File: src/rtl/incoming_event_sched.sv
// incoming_event_sched: arbitrates ACK / timeout events onto one shared
// user-logic instance through a read / update / write-back context pipeline.
// Ports:
//   ack_*      ACK requests (valid/ready, flow id, payload)
//   to_*       timeout requests (valid/ready, flow id)
//   ctx_rd_*   context RAM read, data returns one cycle after ctx_rd_en
//   udl_*      user logic inputs (stage B) and its combinational result
//   ctx_wr_*   context RAM write-back (stage C)
//   done_*     retirement strobe, same cycle as the write
//   ack_cnt / to_cnt   retired event counters, wrapping
module incoming_event_sched #(
  parameter int FLOW_ID_W = 10,
  parameter int CTX_W     = 256,
  parameter int EVT_W     = 64,
  parameter int CNT_W     = 32
) (
  input  logic                 clk,
  input  logic                 rst,
  input  logic                 ack_valid,
  output logic                 ack_ready,
  input  logic [FLOW_ID_W-1:0] ack_flow_id,
  input  logic [EVT_W-1:0]     ack_evt,
  input  logic                 to_valid,
  output logic                 to_ready,
  input  logic [FLOW_ID_W-1:0] to_flow_id,
  output logic                 ctx_rd_en,
  output logic [FLOW_ID_W-1:0] ctx_rd_addr,
  input  logic [CTX_W-1:0]     ctx_rd_data,
  output logic                 udl_valid,
  output logic                 udl_is_timeout,
  output logic [EVT_W-1:0]     udl_evt,
  output logic [CTX_W-1:0]     udl_ctx_in,
  input  logic [CTX_W-1:0]     udl_ctx_out,
  output logic                 ctx_wr_en,
  output logic [FLOW_ID_W-1:0] ctx_wr_addr,
  output logic [CTX_W-1:0]     ctx_wr_data,
  output logic                 done_valid,
  output logic [FLOW_ID_W-1:0] done_flow_id,
  output logic [CNT_W-1:0]     ack_cnt,
  output logic [CNT_W-1:0]     to_cnt
);

  logic                 b_vld;
  logic                 b_to;
  logic [FLOW_ID_W-1:0] b_flow;
  logic [EVT_W-1:0]     b_evt;
  logic                 c_vld;
  logic                 c_to;
  logic [FLOW_ID_W-1:0] c_flow;
  logic [CTX_W-1:0]     c_data;
  logic                 rr_to;
  logic [CNT_W-1:0]     ack_q;
  logic [CNT_W-1:0]     to_q;
  logic                 ack_ok;
  logic                 to_ok;
  logic                 gnt_ack;
  logic                 gnt_to;
  logic                 gnt;
  logic                 wr;

  // A flow is blocked while an earlier event for it sits in B or C,
  // so the read never sees a stale context.
  assign ack_ok = !rst && ack_valid
                && !(b_vld && ack_flow_id == b_flow)
                && !(c_vld && ack_flow_id == c_flow);
  assign to_ok  = !rst && to_valid
                && !(b_vld && to_flow_id == b_flow)
                && !(c_vld && to_flow_id == c_flow);

  always_comb begin
    gnt_ack = 1'b0;
    gnt_to  = 1'b0;
    unique case (1'b1)
      (ack_ok && to_ok): begin
        gnt_to  = rr_to;
        gnt_ack = !rr_to;
      end
      (ack_ok && !to_ok): gnt_ack = 1'b1;
      (!ack_ok && to_ok): gnt_to  = 1'b1;
      default: ;
    endcase
  end

  assign gnt       = gnt_ack | gnt_to;
  assign ack_ready = gnt_ack;
  assign to_ready  = gnt_to;
  assign ctx_rd_en = gnt;
  assign ctx_rd_addr = gnt_to  ? to_flow_id
                     : gnt_ack ? ack_flow_id
                     : '0;

  assign udl_valid      = b_vld && !rst;
  assign udl_is_timeout = udl_valid && b_to;
  assign udl_evt        = udl_valid ? b_evt : '0;
  assign udl_ctx_in     = udl_valid ? ctx_rd_data : '0;

  assign wr           = c_vld && !rst;
  assign ctx_wr_en    = wr;
  assign ctx_wr_addr  = wr ? c_flow : '0;
  assign ctx_wr_data  = wr ? c_data : '0;
  assign done_valid   = wr;
  assign done_flow_id = wr ? c_flow : '0;
  assign ack_cnt      = rst ? '0 : ack_q;
  assign to_cnt       = rst ? '0 : to_q;

  always_ff @(posedge clk) begin
    if (rst) begin
      b_vld  <= 1'b0;
      b_to   <= 1'b0;
      b_flow <= '0;
      b_evt  <= '0;
      c_vld  <= 1'b0;
      c_to   <= 1'b0;
      c_flow <= '0;
      c_data <= '0;
      rr_to  <= 1'b0;
      ack_q  <= '0;
      to_q   <= '0;
    end else begin
      b_vld <= gnt;
      if (gnt) begin
        b_flow <= gnt_to ? to_flow_id : ack_flow_id;
        b_to   <= gnt_to;
        b_evt  <= gnt_to ? '0 : ack_evt;
      end
      c_vld <= b_vld;
      if (b_vld) begin
        c_flow <= b_flow;
        c_to   <= b_to;
        c_data <= udl_ctx_out;
      end
      // pointer only moves when both sides actually competed
      if (ack_ok && to_ok)
        rr_to <= !rr_to;
      if (c_vld) begin
        if (c_to)
          to_q <= to_q + CNT_W'(1);
        else
          ack_q <= ack_q + CNT_W'(1);
      end
    end
  end

endmodule

File: config.mk
export PLATFORM = sky130hd
export DESIGN_NAME = incoming_event_sched
export DESIGN_NICKNAME = d
export VERILOG_FILES = /design/src/rtl/incoming_event_sched.sv
export SDC_FILE = /design/constraint.sdc
export NUM_CORES = 1
export LEC_CHECK = 0
export CAP_MARGIN = 5
export CORE_AREA = 2 2 500 502
export DETAILED_ROUTE_END_ITERATION = 7
export DIE_AREA = 0 0 502 504
export HOLD_SLACK_MARGIN = 0.03
export PLACE_DENSITY = 0.35
export REMOVE_ABC_BUFFERS = 1
export SLEW_MARGIN = 15
export SYNTH_ARGS = -nofsm -noshare
export SYNTH_HDL_FRONTEND = slang
export SYNTH_SLANG_ARGS = --single-unit
File: constraint.sdc
create_clock -name clk -period 3.42 [get_ports clk]
set_clock_uncertainty 0.05 [all_clocks]
set_input_delay 0.684 -clock clk [delete_from_list [all_inputs] [get_ports clk]]
set_output_delay 0.684 -clock clk [all_outputs]
set_load 0.05 [all_outputs]
### After elaboration in Yosys (flattened, before gate mapping)

Cells that the tools add are included.
W data, S select, Z words.

| operators by class | value |
|---|---|
| magnitude comparators | 0 |
| eq/ne operators | 4 |
| shifts and indexed selects | 0 |
| add/subtract/negate cells | 2 |
| divide/modulo/power cells | 0 |
| reduce and logical (&&, ||, !) cells | 26 |
| multiplexer cells | 12 |
| bitwise gates (word level) | 2 |
| multiply operators | 0 |

Operator list:

| operator | number |
|---|---|
| $mux W256 | 2 |
| $mux W64 | 2 |
| $add A32 B1 Y32 const B | 2 |
| $mux W32 | 2 |
| $eq A10 B10 Y1 | 4 |
| $mux W10 | 4 |
| $logic_and A1 B1 Y1 | 16 |
| $logic_not A1 Y1 | 8 |
| $pmux W1 S2 | 2 |
| $reduce_and A2 Y1 | 2 |
| $not A1 Y1 | 1 |
| $or A1 B1 Y1 | 1 |

| word-level totals | value |
|---|---|
| RAM bits | 0 |
| output and inout port bits | 677 |
| ROM bits | 0 |
| bits in registers | 409 |
| memories | 0 |
| bits in latches | 0 |

### Depth between registers and ports, before layout

| logic depth | value |
|---|---|
| depth after elaboration | 10 |
| gate-level depth with buffers | 9 |
| depth with buffers taken out | 6 |

### Least setup slack after synthesis

No wires, ideal clock.

| path | value |
|---|---|
| kind | in2out |
| from | in ack_flow_id[2] |
| to | out to_ready |
| path slack | -0.011 ns |
| data required time | 2.686 ns |
| arrival time | 2.697 ns |
| stages | 8 |
| cell sequence | xnor2_1 > nand4_1 > or3_1 > and3_1 > clkbuf_1 > buf_2 > buf_2 > a21oi_1 |

| on the way | value |
|---|---|
| cells in the longest elaborated chain, start to end | 8 |
| elaborated cells between the ends (all ways) | 12 |

Ends and longest elaborated chain:

| what | line | source |
|---|---|---|
| start, declared | 21 | `input logic [FLOW_ID_W-1:0] ack_flow_id,` |
| $eq A10 B10 Y1 | 64 | `&& !(b_vld && ack_flow_id == b_flow)` |
| $logic_and A1 B1 Y1 | 64 |  |
| $logic_not A1 Y1 | 64 |  |
| $logic_and A1 B1 Y1 | 64 |  |
| $logic_and A1 B1 Y1 * | 65 | `&& !(c_vld && ack_flow_id == c_flow);` |
| $logic_not A1 Y1 | 79 | `(!ack_ok && to_ok): gnt_to = 1'b1;` |
| $logic_and A1 B1 Y1 | 79 |  |
| $pmux W1 S2 * | 73 | `unique case (1'b1)` |
| end, declared | 24 | `output logic to_ready,` |

Every way passes the cells marked *; elsewhere a longest branch is shown, timed or not.

### Worst setup path after layout

| path | value |
|---|---|
| from | in ack_flow_id[4] |
| to | out ctx_rd_addr[6] |

| on the way | value |
|---|---|
| cells in the longest elaborated chain, start to end | 9 |
| elaborated cells between the ends (all ways) | 16 |

Ends and longest elaborated chain:

| what | line | source |
|---|---|---|
| $eq A10 B10 Y1 | 64 |  |
| $logic_and A1 B1 Y1 | 64 |  |
| $logic_not A1 Y1 | 64 |  |
| $logic_and A1 B1 Y1 | 64 |  |
| $logic_and A1 B1 Y1 * | 65 |  |
| $logic_and A1 B1 Y1 (tied with other cells) | 78 | `(ack_ok && !to_ok): gnt_ack = 1'b1;` |
| $pmux W1 S2 or $logic_and A1 B1 Y1 (tied branches) | 73, 79 |  |
| $mux W10 or $pmux W1 S2 (tied branches) | 89, 73 |  |
| $mux W10 * | 88 | `assign ctx_rd_addr = gnt_to ? to_flow_id` |
| end, declared | 27 | `output logic [FLOW_ID_W-1:0] ctx_rd_addr,` |

Marks and branches as above.

==> out/results.ini <==
[cts]
numCtsBuffers=61
insertion_delay_ns=0.69
cts-htree-levels=2
cts_max_path_buffers=3
clk_pin_slew_ns=0.06
cts_tree=built
cts_root_buf=clkbuf_16
cts_sinks=409

[setup_path]
cp_max_fo=10
end_kind=primary output
required_ns=2.69
startpoint_type=primary input
crit_type=primary input to primary output
ff2ff_setup_slack_ns=0.68
crit_arrival_ns=2.63

[logic_synthesis]
synth_most_common_cell=and2_1
synth-edff-count=0
syn_area_um2=20000
synth_area_leaders=dfxtp_1, and2_1, mux2i_1, nor2_1, nand3_1
synth.distinct_cells=34
synth_ff_type=dfxtp_1
yosys_warnings=0
synthCells=2348
synth_top_area_share_pct=41.0
ys_top_cells_by_count=and2_1, dfxtp_1, nor2_1, mux2i_1, nand3_1
yosysSeqAreaShare_pct=41.0
async_reset_ff_share_pct=0
yosys.area.top_type=dfxtp_1
ys_ff_latch=409
avgSynthCellArea_um2=8.51

[finish]
fillCellCount=27700
synthToLayoutAreaGrowth_pct=112
nets=4167
drive_gt1_share_pct=25.1

[sta]
fin_tns_setup_ns=0
period_minus_slack_ns=3.37
rsz0062_at_grt=yes
slew_violations=0
worst_pin_slew_ns=1.11
timing.fmax_ghz=0.297
period_share_pct=98.4
hold_viol=0
finalSetupViolations=0
maxSlewHeadroom_pct=25.8
hold_ws_ns=0.289

[detailed_routing]
wl_per_cell_um=28.2
num_vias=22100
drt_pre_antenna_iters=5
postRouteAntennaNets=0
route.detailed.drc=0
via_per_inst=3.17
drt_iter0_markers=1090
wirelength_um=197000

[grt]
grt_pass1_vias=21800
grt_max_degree=157
grt_antenna_before_repair=168
gr-total-overflow=0
track_usage_pct=14.9
grt_pass1_wl_um=246000

[pwr]
internal-power_mw=10.6
p_clk_share_pct=43.0
power.density_nw_per_um2=365
p_comb_share_pct=23.6
swShare_pct=31.3
ir_drop_mv=0.385
pwr-share-seq_pct=33.4
p_switching_mw=4.85
leakage_nw=16.7

[place]
port_buffers=1276
dp_hpwl_um=166000
routabilityCongestion=0.887

[flow_run]
cap_violations=0

[floorplan]
die_w_um=502
die_h_um=504
io_pins=1277
rows=183
die_area_um2=253000
start_util_pct=8.07
core-area_um2=248000

[run_status]
status=finished, final reports clean

[min_path]
holdCritPathClass=primary input to flip-flop

## cells by family (layout without fill, tap and decap cells)
| group | after synthesis | in the layout | share of synthesized area (%) |
|---|---|---|---|
| AO/OA/AOI/OAI | 100 | 100 | 2.58 |
| XOR/XNOR | 90 | 90 | 3.95 |
| adder cells (fa/ha/maj) | 2 | 2 | 0.125 |
| buffers and inverters | 204 | 1468 | 4.25 |
| flip-flops | 409 | 409 | 41.0 |
| multiplexers | 268 | 268 | 13.4 |
| other | 0 | 30 | 0 |
| AND/OR/NAND/NOR | 1275 | 1275 | 34.7 |
## worst paths after layout
check	start	end	cells past startpoint
setup / recovery	ack_flow_id[4]	ctx_rd_addr[6]	9
hold / removal	rst	c_to	2
setup reg to reg	c_flow[9]	b_evt[41]	10
hold reg to reg	b_evt[9]	b_evt[9]	2
## per-layer routing
metal	wire length [µm]	GRT usage (%)	share of wire [%]
met1	74700	16.4	38
met3	23600	7.68	12
met5	728	0	0.37
met4	5990	4.12	3.0
met2	91500	24.7	47
## stage by stage
step	setup WS, ns	std cells	total power [mW]	util [%]	area (µm²)
global route	-0.0307	6948	16.1	17.1	42400
CTS	-0.0165	6938	15.9	17.0	42200
finish	0.0542	6972	15.5	17.1	42400
floorplan	-13.99	2152	6.92	-	19200
global placement	-0.390	6823	8.94	16.1	39900
detailed placement	-0.336	6823	8.94	16.1	39900
## flip-flops by register name, summed over array words and instances, names as in the netlist
register and count:
c_vld 1, b_to 1, rr_to 1, b_vld 1
c_data 256, b_evt 64, c_flow 10, b_flow 10
ack_q 32, c_to 1, to_q 32
## power by group through the flow
stage | Clock, mW | Sequential, mW | Combinational [mW]
5_1_grt | 7.12 | 5.20 | 3.83
3_3_place_gp | 0 | 5.28 | 3.66
6_report | 6.65 | 5.17 | 3.65
2_1_floorplan | 0 | 5.29 | 1.62
3_5_place_dp | 0 | 5.28 | 3.66
4_1_cts | 7.01 | 5.18 | 3.71
## worst max-delay path, stage by stage
cell,delay [ns]
clkdlybuf4s50_1,0.57
xnor2_1,0.15
nand3_1,0.09
or3_4,0.39
nand4_1,0.15
buf_12,0.15
nand3_1,0.12
nand2_2,0.17
buf_12,0.15
## what timing repair did
item / 4_1_cts / 5_1_grt
resized for setup: 47 / 33
gates cloned: 3 / 1
endpoints found under the hold margin: 0 / 0
endpoints found under the setup margin: 221 / 17
pin swaps: 4 / 7
buffers inserted: 2 / 3
hold buffers: 0 / 0
## cell usage in the layout, fill, tap and decap left out, types with 28 or more instances in the layout
cell               n
and2_1           584
clkdlybuf4s50_1  581
buf_12           398
dfxtp_1          389
buf_4            342
nor2_1           330
mux2i_1          268
nand3_1          180
a21oi_1           78
nor2b_1           63
clkbuf_16         62
xnor2_1           44
xor2_1            37
diode_2           30
nand4_1           28
nand2_1           28
## final cells by class
type / count / area [µm²] / share of cell area, %
clock buffers: 87 / 1740 / 4.11
well taps: 3330 / 4170 / 9.82
diodes: 30 / 75.1 / 0.177
repair buffers: 1350 / 16800 / 39.5
multi-input cells: 1735 / 11100 / 26.2
flip-flops and latches: 409 / 8230 / 19.4
inverters: 8 / 30.0 / 0.0708
clock inverters: 23 / 287 / 0.675
Note: power is estimated with default switching activity, not from simulation.
